===== config.mk =====
export PLATFORM = sky130hd
export DESIGN_NAME = bp_be_scoreboard
export DESIGN_NICKNAME = d
export VERILOG_FILES = /design/src/rtl/bp_be_pkg.sv /design/src/rtl/bp_be_scoreboard_entry.sv /design/src/rtl/bp_be_scoreboard.sv
export SDC_FILE = /design/constraint.sdc
export NUM_CORES = 1
export LEC_CHECK = 0
export BUFFER_PORTS_ARGS = -buffer_cell sky130_fd_sc_hd__buf_2
export CAP_MARGIN = 20
export CORE_AREA = 5 5 176 220
export CTS_BUF_LIST = sky130_fd_sc_hd__clkbuf_16
export DETAILED_ROUTE_END_ITERATION = 8
export DIE_AREA = 0 0 181 225
export PLACE_DENSITY = 0.6
export RECOVER_POWER = 50
export SYNTH_ARGS = -nofsm -noshare
export SYNTH_HDL_FRONTEND = slang
export SYNTH_HIERARCHICAL = 1
export SYNTH_SLANG_ARGS = --single-unit

===== constraint.sdc =====
create_clock -name clk_i -period 7.44 [get_ports clk_i]
set_clock_uncertainty 0.05 [all_clocks]
set_input_delay 0.744 -clock clk_i [delete_from_list [all_inputs] [get_ports clk_i]]
set_output_delay 0.744 -clock clk_i [all_outputs]
set_load 0.03 [all_outputs]

===== src/rtl/bp_be_pkg.sv =====
// Shared back-end definitions.
//   bp_be_sb_max_lat     : default largest fixed latency tracked by the scoreboard
//   bp_be_sb_commit_lat  : default cycles from dispatch until a write is committed
//   bp_be_sb_entry_s     : per-register scoreboard state {lat, long_v, cmt} at default widths
//   BP_BE_SB_ENTRY_WIDTH : width of one scoreboard entry for given lat/cmt widths
package bp_be_pkg;

  localparam int bp_be_sb_max_lat    = 7;
  localparam int bp_be_sb_commit_lat = 3;
  localparam int bp_be_sb_lat_w      = $clog2(bp_be_sb_max_lat + 1);
  localparam int bp_be_sb_cmt_w      = $clog2(bp_be_sb_commit_lat + 1);

  typedef struct packed {
    logic [bp_be_sb_lat_w-1:0] lat;     // cycles until forwardable, 0 = not busy
    logic                      long_v;  // variable-latency write pending
    logic [bp_be_sb_cmt_w-1:0] cmt;     // cycles until committed, 0 = committed
  } bp_be_sb_entry_s;

endpackage

`define BP_BE_SB_ENTRY_WIDTH(lat_w_mp, cmt_w_mp) ((lat_w_mp) + 1 + (cmt_w_mp))


===== src/rtl/bp_be_scoreboard_entry.sv =====
// One architectural register's scoreboard state.
//   clk_i, reset_n_i : clock, asynchronous active-low reset
//   load_i           : tracked dispatch targets this register
//   load_long_i      : the dispatched write is variable-latency
//   load_lat_i       : fixed latency of the dispatched write
//   wb_clr_i         : variable-latency writeback to this register
//   flush_i          : squash the entry if it is not yet committed
//   lat_o, long_o, cmt_o : current state
module bp_be_scoreboard_entry
  import bp_be_pkg::*;
#(
  parameter int lat_w_p      = bp_be_sb_lat_w,
  parameter int cmt_w_p      = bp_be_sb_cmt_w,
  parameter int commit_lat_p = bp_be_sb_commit_lat
) (
  input  logic               clk_i,
  input  logic               reset_n_i,
  input  logic               load_i,
  input  logic               load_long_i,
  input  logic [lat_w_p-1:0] load_lat_i,
  input  logic               wb_clr_i,
  input  logic               flush_i,
  output logic [lat_w_p-1:0] lat_o,
  output logic               long_o,
  output logic [cmt_w_p-1:0] cmt_o
);

  typedef struct packed {
    logic [lat_w_p-1:0] lat;
    logic               long_v;
    logic [cmt_w_p-1:0] cmt;
  } entry_s;

  if ($bits(entry_s) != `BP_BE_SB_ENTRY_WIDTH(lat_w_p, cmt_w_p)) begin : g_bad_entry_w
    $error("scoreboard entry layout does not match BP_BE_SB_ENTRY_WIDTH");
  end

  entry_s entry_q, entry_d;

  always_comb begin
    entry_d = entry_q;
    if (entry_q.lat != '0) entry_d.lat = entry_q.lat - lat_w_p'(1);
    if (entry_q.cmt != '0) entry_d.cmt = entry_q.cmt - cmt_w_p'(1);
    if (wb_clr_i) entry_d.long_v = 1'b0;
    // A new dispatch overrides both the countdown and a same-cycle writeback.
    if (load_i) begin
      entry_d.cmt = cmt_w_p'(commit_lat_p);
      if (load_long_i) entry_d.long_v = 1'b1;
      else             entry_d.lat    = load_lat_i;
    end
    // Committed writes survive a flush; the top never loads during a flush.
    if (flush_i && (entry_q.cmt != '0)) entry_d = '0;
  end

  always_ff @(posedge clk_i or negedge reset_n_i) begin
    if (!reset_n_i) entry_q <= '0;
    else            entry_q <= entry_d;
  end

  assign lat_o  = entry_q.lat;
  assign long_o = entry_q.long_v;
  assign cmt_o  = entry_q.cmt;

endmodule


===== src/rtl/bp_be_scoreboard.sv =====
// Register scoreboard: tracks in-flight destination registers and reports
// RAW, WAW and structural hazards for the instruction being dispatched.
//   clk_i, reset_n_i      : clock, asynchronous active-low reset
//   dispatch_v_i          : instruction issued this cycle
//   rd_w_v_i, rd_addr_i   : issuing instruction writes rd
//   rd_long_i, rd_lat_i   : variable-latency flag / fixed latency
//   rs_v_i, rs_addr_i     : source operands (port 0 in LSBs)
//   wb_v_i, wb_addr_i     : variable-latency writeback
//   flush_i               : squash uncommitted writes
//   rs_hazard_o           : per-operand RAW hazard
//   waw_hazard_o          : destination conflict
//   struct_hazard_o       : long-op table full and incoming op is long
//   hazard_o              : OR of all hazards
//   long_cnt_o            : outstanding variable-latency writes
module bp_be_scoreboard
  import bp_be_pkg::*;
#(
  parameter  int num_regs_p   = 32,
  parameter  int num_rs_p     = 3,
  parameter  int max_lat_p    = bp_be_sb_max_lat,
  parameter  int commit_lat_p = bp_be_sb_commit_lat,
  parameter  int max_long_p   = 4,
  parameter  int zero_reg_p   = 1,
  localparam int addr_w       = $clog2(num_regs_p),
  localparam int lat_w        = $clog2(max_lat_p + 1),
  localparam int cmt_w        = $clog2(commit_lat_p + 1),
  localparam int cnt_w        = $clog2(max_long_p + 1)
) (
  input  logic                       clk_i,
  input  logic                       reset_n_i,
  input  logic                       dispatch_v_i,
  input  logic                       rd_w_v_i,
  input  logic [addr_w-1:0]          rd_addr_i,
  input  logic                       rd_long_i,
  input  logic [lat_w-1:0]           rd_lat_i,
  input  logic [num_rs_p-1:0]        rs_v_i,
  input  logic [num_rs_p*addr_w-1:0] rs_addr_i,
  input  logic                       wb_v_i,
  input  logic [addr_w-1:0]          wb_addr_i,
  input  logic                       flush_i,
  output logic [num_rs_p-1:0]        rs_hazard_o,
  output logic                       waw_hazard_o,
  output logic                       struct_hazard_o,
  output logic                       hazard_o,
  output logic [cnt_w-1:0]           long_cnt_o
);

  if (max_lat_p < 1) begin : g_bad_max_lat
    $error("max_lat_p must be >= 1");
  end
  if (commit_lat_p < 1) begin : g_bad_commit_lat
    $error("commit_lat_p must be >= 1");
  end
  if (max_long_p < 1) begin : g_bad_max_long
    $error("max_long_p must be >= 1");
  end

  localparam bit zero_on = (zero_reg_p != 0);

  logic [lat_w-1:0]      lat_r [num_regs_p];
  logic [cmt_w-1:0]      cmt_r [num_regs_p];
  logic [num_regs_p-1:0] long_r;
  logic [num_regs_p-1:0] load_sel, wb_sel, long_clr;
  logic                  tracked, wb_hit;
  logic [cnt_w-1:0]      long_cnt_q, long_cnt_d;
  logic [addr_w-1:0]     rs_a;
  int                    clr_n;
  int                    cnt_next;

  assign tracked = dispatch_v_i & rd_w_v_i & ~(zero_on && (rd_addr_i == '0)) & ~flush_i;
  // A writeback to a register with nothing pending is ignored.
  assign wb_hit  = wb_v_i & long_r[wb_addr_i];

  for (genvar g = 0; g < num_regs_p; g++) begin : g_entry
    assign load_sel[g] = tracked && (rd_addr_i == addr_w'(g));
    assign wb_sel[g]   = wb_hit && (wb_addr_i == addr_w'(g));
    // Every long bit dropped this cycle, whether by writeback or flush; a
    // same-cycle reload is added back through the increment below.
    assign long_clr[g] = long_r[g] & (wb_sel[g] | (flush_i & (cmt_r[g] != '0)));

    bp_be_scoreboard_entry #(
      .lat_w_p      (lat_w),
      .cmt_w_p      (cmt_w),
      .commit_lat_p (commit_lat_p)
    ) u_entry (
      .clk_i       (clk_i),
      .reset_n_i   (reset_n_i),
      .load_i      (load_sel[g]),
      .load_long_i (rd_long_i),
      .load_lat_i  (rd_lat_i),
      .wb_clr_i    (wb_sel[g]),
      .flush_i     (flush_i),
      .lat_o       (lat_r[g]),
      .long_o      (long_r[g]),
      .cmt_o       (cmt_r[g])
    );
  end

  always_comb begin
    clr_n = 0;
    for (int i = 0; i < num_regs_p; i++) clr_n = clr_n + int'(long_clr[i]);
    cnt_next   = int'(long_cnt_q) + int'(tracked & rd_long_i) - clr_n;
    long_cnt_d = cnt_w'(cnt_next);
  end

  always_ff @(posedge clk_i or negedge reset_n_i) begin
    if (!reset_n_i) long_cnt_q <= '0;
    else            long_cnt_q <= long_cnt_d;
  end

  always_comb begin
    rs_hazard_o = '0;
    rs_a        = '0;
    for (int i = 0; i < num_rs_p; i++) begin
      rs_a           = rs_addr_i[i*addr_w +: addr_w];
      rs_hazard_o[i] = rs_v_i[i] & ((lat_r[rs_a] != '0) | long_r[rs_a])
                       & ~(zero_on && (rs_a == '0));
    end
  end

  // A fixed write may not finish before an older write to the same register.
  assign waw_hazard_o    = rd_w_v_i & (long_r[rd_addr_i]
                           | (~rd_long_i & (lat_r[rd_addr_i] > rd_lat_i)));
  assign struct_hazard_o = rd_w_v_i & rd_long_i & (long_cnt_q == cnt_w'(max_long_p));
  assign hazard_o        = (|rs_hazard_o) | waw_hazard_o | struct_hazard_o;
  assign long_cnt_o      = long_cnt_q;

`ifndef SYNTHESIS
  a_wb_pending: assert property (@(posedge clk_i) disable iff (!reset_n_i)
    wb_v_i |-> long_r[wb_addr_i]);
  a_dispatch_no_hazard: assert property (@(posedge clk_i) disable iff (!reset_n_i)
    dispatch_v_i |-> !hazard_o);
  a_long_cnt_range: assert property (@(posedge clk_i) disable iff (!reset_n_i)
    (cnt_next >= 0) && (cnt_next <= max_long_p));
`endif

endmodule


==> results_dict.tcl, run 1 <==
set metrics [dict create \
    status "complete, but fails checks" \
    violations "capacitance limit, slew limit" \
    htreeDepth 4 \
    power.internal_w 0.00405 \
    pwr-share-clk 0.150 \
    p_seq_frac 0.293 \
    worst_ep_required_time_ns 7.78 \
    grt_usage 0.231 \
    synth_warnings 6 \
    ant_nets 0 \
    synth_edf_count 0 \
    slew_headroom -1.75 \
    critPathMaxStageDelay_ns 0.55 \
    fmax_mhz 160 \
    ys_seq_area_frac 0.303 \
    period_needed_ns 6.25 \
    routedWlPerCell_um 21.5 \
    die_w_um 181 \
    rows 78 \
    wl_um 46600 \
    ir_worst_vdd_v 0.000205 \
    tightest_slew_ns 4.13 \
    overflow 0 \
    post-route-period-util 0.840 \
    clkSlewWorstSetupHoldPaths_ns 0.08 \
    synth_area_um2 16100 \
    critPathBufInv 2 \
    syn2layout_area_growth_pct 9.03 \
    crit_path_start_kind "primary input" \
    synth_area_leaders "dfrtp_1 (30%), ha_1 (8.9%), mux4_2 (7.5%), o21ai_0 (5.8%), inv_1 (3.7%)" \
    cp-end-kind "flip-flop" \
    synthCells 1621 \
    syn_avg_cell_area_um2 9.95 \
    synth_top_area_frac 0.303 \
    grt_pass1_vias 12900 \
    cts.sinks 195 \
    cp.arrival_ns 6.59 \
    antenna_found_initial 6 \
    vias 12800 \
    postCtsSetupRepairBufs 0 \
    clock_path_buffers 2 \
    critical_path_class "primary input to flip-flop" \
    insertion_delay_ns 0.46 \
    first_iter_violations 994 \
    ctsResizeCount 0 \
    io_pins 47 \
    dominantRegCellSynth "dfrtp_1" \
    numCtsBuffers 17 \
    place_congestion 0.939 \
    synth-async-reset-ratio 1.00 \
    drive_above_1_share 0.168 \
    p_switching_w 0.00270 \
    synth_area_leader_cell "dfrtp_1" \
    core_area_um2 36200 \
    fin_util 0.486 \
    die_y_um 225 \
    post-dp-hpwl_um 34900 \
    ys_seq_elements 195 \
    drv_cap 3 \
    path_common_cell "fa_1" \
    swShare 0.400 \
    power_frac_comb 0.557 \
    die_area_um2 40700 \
    synthTopCellsByCount "dfrtp_1 (195), o21ai_0 (187), inv_1 (159)" \
    cts_hold_buf 0 \
    report.final.hold_viol_count 0 \
    setup_viol 0 \
    crit_chain "buf_2 -> mux4_2 -> nand4_1 -> nor2_1 -> o21a_1 -> fa_1 -> ha_1 -> fa_1 -> fa_1 -> fa_1 -> fa_1 -> fa_1 -> inv_1 -> ha_1 -> ha_1 -> xor2_1 -> xnor2_1 -> xnor2_1 -> xnor2_1" \
    hp-class "flip-flop to flip-flop" \
    fin_nets 1846 \
    synth_cell_type_count 57 \
    cp_max_fo 12 \
    rsz0062_at_grt "false" \
    cts_root_buf "clkbuf_16" \
    p_per_area_nw_per_um2 384 \
    grt_pass1_wl_um 74300 \
    crit_family "adder cells" \
    slowest_stage "mux4_2" \
    tns_ns 0 \
    grt_max_degree 72 \
    start_util 0.446 \
    yosysMostFrequentCell "dfrtp_1" \
    drt_pre_antenna_iters 7 \
    cts_tree "built" \
    drc 0 \
    viasPerCell 5.89 \
    power_leakage_nw 7.72 \
    portBuffers 46 \
    drv_slew 200 \
]
[final timing paths]
kind,from,to,slack [ns],cells past startpoint
max,wb_addr_i[0],long_cnt_o[2]$_DFF_PN0_,1.19,19
min,g_entry[29].u_entry/cmt_o[0]$_DFFE_PN0P_,g_entry[29].u_entry/cmt_o[0]$_DFFE_PN0P_,0.49,2
max reg2reg,g_entry[9].u_entry/long_o$_DFF_PN0_,long_cnt_o[2]$_DFF_PN0_,1.37,18
min reg2reg,g_entry[29].u_entry/cmt_o[0]$_DFFE_PN0P_,g_entry[29].u_entry/cmt_o[0]$_DFFE_PN0P_,0.49,2
max in group asynchronous,reset_n_i,g_entry[3].u_entry/lat_o[1]$_DFF_PN0_,2.28,2
min in group asynchronous,reset_n_i,g_entry[31].u_entry/lat_o[1]$_DFF_PN0_,1.69,1
[layer usage]
metal,GRT usage,share of wire,vias to the layer above
li1,-,-,5929
met2,0.390,0.49,364
met1,0.305,0.43,6394
met4,0.0719,0.025,6
met3,0.0381,0.056,82
met5,0,0.00081,-
[placed cells by master, fill, tap and decap left out, types with 46 or more instances in the layout]
cell      netlist  layout
nand2b_1       69      70
inv_1         159     159
a21oi_1        46      46
o21ai_0       187     187
o21a_1         47      47
dfrtp_1       195     195
ha_1          115     115
mux4_2         54      54
nand2_1        57      57
buf_2           5      46
mux2i_1        46      46
nor2_1        113     113
[sequential cells by signal, indices dropped and copies added, names as in the netlist]
signal	cells
g_entry.u_entry/long_o	32
g_entry.u_entry/cmt_o	64
long_cnt_o	3
g_entry.u_entry/lat_o	96
[power groups by stage]
stage	Clock, W	Combinational (W)	Sequential (W)
after global placement	0	0.00361	0.00200
after CTS	0.00103	0.00377	0.00198
after global routing	0.00107	0.00417	0.00205
after floorplan	0	0.00301	0.00184
after detailed placement	0	0.00374	0.00200
final	0.00101	0.00376	0.00198
[metrics by stage]
step	instances	setup WS (ns)	total power (W)	area, µm²	hold slack [ns]
2_1_floorplan	1627	0.917	0.00485	16200	0.398
3_3_place_gp	2132	0.762	0.00561	17000	0.462
3_5_place_dp	2133	0.721	0.00575	17000	0.468
4_1_cts	2165	1.20	0.00679	17600	0.254
5_1_grt	2169	0.892	0.00729	17600	0.519
6_report	2170	1.19	0.00675	17600	0.485
[cell type report]
type | count | area (µm²)
fill | 3399 | 18600
sequential | 195 | 4880
antenna | 3 | 7.51
multi-input combinational | 1238 | 10500
timing repair buffer | 62 | 350
tap | 480 | 601
clock buffer | 17 | 425
inverter | 160 | 601
clock inverter | 15 | 199
[worst min-delay path: cells and delay by family (launching register included)]
family | cells | cell delay (ns)
AO/OA/AOI/OAI | 2 | 0.13
flip-flops | 1 | 0.37
[cells by family after synthesis]
group           synth area share
simple gates               0.185
buf+inv                   0.0460
other cells             0.000232
flops                      0.303
compound gates             0.185
fa+ha+maj                  0.113
xor+xnor                  0.0255
mux                        0.142
Note: power is estimated with default switching activity, not from simulation.
==> inputs of run 2 (changes only) <==
--- a/config.mk
+++ b/config.mk
@@ -5,13 +5,14 @@
 export SDC_FILE = /design/constraint.sdc
 export NUM_CORES = 1
 export LEC_CHECK = 0
+export ABC_AREA = 1
 export BUFFER_PORTS_ARGS = -buffer_cell sky130_fd_sc_hd__buf_2
 export CAP_MARGIN = 20
-export CORE_AREA = 5 5 176 220
+export CORE_AREA = 5 5 179 224
 export CTS_BUF_LIST = sky130_fd_sc_hd__clkbuf_16
 export DETAILED_ROUTE_END_ITERATION = 8
-export DIE_AREA = 0 0 181 225
-export PLACE_DENSITY = 0.6
+export DIE_AREA = 0 0 184 229
+export PLACE_DENSITY = 0.62
 export RECOVER_POWER = 50
 export SYNTH_ARGS = -nofsm -noshare
 export SYNTH_HDL_FRONTEND = slang
==> constraint.sdc (replaced) <==
create_clock -name clk_i -period 5.5 [get_ports clk_i]
set_clock_uncertainty 0.05 [all_clocks]
set_input_delay 0.55 -clock clk_i [delete_from_list [all_inputs] [get_ports clk_i]]
set_output_delay 0.55 -clock clk_i [all_outputs]
set_load 0.03 [all_outputs]
==> run 2 against run 1 <==
Against the previous run:
- the run ends with capacitance limit, slew limit, setup timing left
- routed wire length rose by 35%
- combinational power rose by 34%
- critical endpoint unchanged
- sequential power is 30% higher
- global-route usage is 6.7 points higher
- flip-flop and latch count did not move
==> results_dict.tcl, run 2 <==
set metrics [dict create \
    synthAdderAreaFrac 0.109 \
    grt_max_degree 93 \
    worst_ep_required_time_ns 5.82 \
    synth_area_leader_cell "dfrtp_1" \
    setup_viol 1 \
    die_area_um2 42100 \
    synth_compound_area_frac 0.161 \
    tightest_slew_ns 4.88 \
    core_area_um2 37800 \
    fillCellCount 3895 \
    post-dp-hpwl_um 49000 \
    yosysMostFrequentCell "nand2_1" \
    worst_slack_ns -0.440 \
    synth_cell_type_count 44 \
    tns_ns -0.440 \
    die_y_um 229 \
    synth_area_um2 16700 \
    hp-class "flip-flop to flip-flop" \
    wl_um 63100 \
    fmax_mhz 168 \
    violations "capacitance limit, slew limit, setup timing" \
    portBuffers 46 \
    drv_slew 93 \
    ys_seq_area_frac 0.292 \
    synth_simple_gate_area_frac 0.311 \
    synth-xor-area-share 0.00735 \
    crit_family "adder cells" \
    critPathMaxStageDelay_ns 0.56 \
    p_per_area_nw_per_um2 466 \
    insertion_delay_ns 0.47 \
    syn_avg_cell_area_um2 6.51 \
    overflow 0 \
    power_leakage_nw 10.1 \
    synth_top_family_by_area "simple AND/OR/NAND/NOR gates" \
    post-route-period-util 1.08 \
    grt_pass1_wl_um 96100 \
    drt_pre_antenna_iters 5 \
    cp_max_fo 7 \
    synth_edf_count 0 \
    dominantRegCellSynth "dfrtp_1" \
    htreeDepth 4 \
    fin_nets 2898 \
    rsz0062_at_grt "true" \
    die_w_um 184 \
    critPathBufInv 9 \
    r2r-end "long_cnt_o[2]$_DFF_PN0_" \
    routedWlPerCell_um 19.5 \
    synth_area_leaders "dfrtp_1 (29%), nand2_1 (13%), inv_1 (11%), ha_1 (8.6%), nor2_1 (8.4%)" \
    reg2reg_from "g_entry[1].u_entry/long_o$_DFF_PN0_" \
    grt_pass1_vias 16700 \
    cts_root_buf "clkbuf_16" \
    vias 17600 \
    numCtsBuffers 17 \
    largest_reg_flops 96 \
    min-delay-start "g_entry[0].u_entry/long_o$_DFF_PN0_" \
    finalPower_w 0.00892 \
    synthTopCellsByCount "nand2_1 (584), inv_1 (475), nor2_1 (375)" \
    final_area_um2 19100 \
    final_cell_mix "nand2_1 (580), inv_1 (472), nor2_1 (374)" \
    report.final.hold_viol_count 0 \
    synthCells 2563 \
    critical_path_class "primary input to flip-flop" \
    slowest_stage "fa_1" \
    dpl_cell_area_um2 18400 \
    clkSlewWorstSetupHoldPaths_ns 0.07 \
    start_util 0.441 \
    drive_above_1_share 0.119 \
    syn2layout_area_growth_pct 14.6 \
    place_congestion 1.02 \
    ant_nets 0 \
    first_iter_violations 1504 \
    min_path_cells 2 \
    cp.arrival_ns 6.26 \
    holdPathEnd "g_entry[0].u_entry/long_o$_DFF_PN0_" \
    synthMuxAreaShare 0 \
    cts.sinks 195 \
    synth-async-reset-ratio 1.00 \
    synth_warnings 6 \
    ff2ff_path_depth 23 \
    rows 80 \
    ir_worst_vdd_v 0.000247 \
    antenna_found_initial 1 \
    grt_usage 0.297 \
    cts_hold_buf 0 \
    status "complete, but fails checks" \
    viasPerCell 5.44 \
    synth_top_area_frac 0.292 \
    clock_path_buffers 2 \
    drc 0 \
    ys_seq_elements 195 \
    reg2reg_setup_slack_ns -0.43 \
    slew_headroom -2.25 \
    cp-end-kind "flip-flop" \
    period_needed_ns 5.94 \
    io_pins 47 \
    crit_path_start_kind "primary input" \
    n_antenna_cell 0 \
    drv_cap 1 \
    final_common_cell "nand2_1" \
    cts_tree "built" \
]
-- run 2: cell types whose count changed in the layout (fill, tap and decap cells not counted), sizes merged, moves of 71 or more --
cell | before | now
nand2 | 57 | 649
inv | 165 | 483
nor2 | 113 | 381
nand3 | 9 | 168
buf | 57 | 169
nand2b | 101 | 0
o22ai | 1 | 73
nor2b | 71 | 0
-- run 2: what timing repair did --
item                       CTS  global route
gates resized for setup     19             3
setup buffers                6             0
pin swaps                   23             5
gates cloned                 1             0
setup endpoints to repair    2             2
-- run 2: cell type report --
class                   instances  area [µm²]  share of cell area
multi-input cells            1854        9950               0.520
flip-flops and latches        195        4880               0.255
inverters                     485        1820              0.0952
repair buffers                173        1270              0.0665
well taps                     492         616              0.0322
clock buffers                  17         425              0.0222
clock inverters                15         166             0.00870
-- run 2: worst max path at each step --
stage / from / end / slack [ns] / cells after the start
after floorplan: wb_addr_i[1] / long_cnt_o[2]$_DFF_PN0_ / -0.44 / 30
final: wb_addr_i[1] / long_cnt_o[2]$_DFF_PN0_ / -0.44 / 32
after global placement: wb_addr_i[1] / long_cnt_o[2]$_DFF_PN0_ / -0.94 / 28
after global routing: g_entry[20].u_entry/long_o$_DFF_PN0_ / long_cnt_o[2]$_DFF_PN0_ / -0.69 / 26
after detailed placement: wb_addr_i[1] / long_cnt_o[2]$_DFF_PN0_ / -1.02 / 32
after CTS: g_entry[20].u_entry/long_o$_DFF_PN0_ / long_cnt_o[2]$_DFF_PN0_ / -0.41 / 26
-- run 2: cells by family (layout without fill, tap and decap cells) --
group	count (synthesis)	after routing
compound gates	465	465
xor+xnor	14	14
fa+ha+maj	134	134
buf+inv	519	690
flops	195	195
other cells	1	5
simple gates	1235	1236
-- run 2: through the flow --
stage	utilization	cells	worst slack [ns]	hold WS, ns
detailed placement	0.487	3192	-1.02	0.489
CTS	0.506	3231	-0.409	0.141
global route	0.506	3231	-0.693	0.534
floorplan	-	2567	-0.441	0.204
global placement	0.487	3192	-0.943	0.485
finish	0.506	3231	-0.440	0.511
-- run 2: layer usage --
layer / track usage / part of all wire / up-vias
li1: - / - / 8486
met1: 0.377 / 0.41 / 8259
met2: 0.484 / 0.47 / 644
met3: 0.0335 / 0.053 / 192
met4: 0.179 / 0.071 / 0
met5: 0 / 0 / -
-- run 2: worst min-delay path, stage by stage, from the launching register on --
cell      delay [ns]
dfrtp_1         0.38
nand2_1         0.07
a21boi_0        0.07
-- run 2: where the power goes --
group / total (W) / switching [W] / internal [W]
registers: 0.00257 / 0.000547 / 0.00203
logic: 0.00503 / 0.00315 / 0.00189
clock network: 0.00131 / 0.000602 / 0.000710
total: 0.00892 / 0.00430 / 0.00462
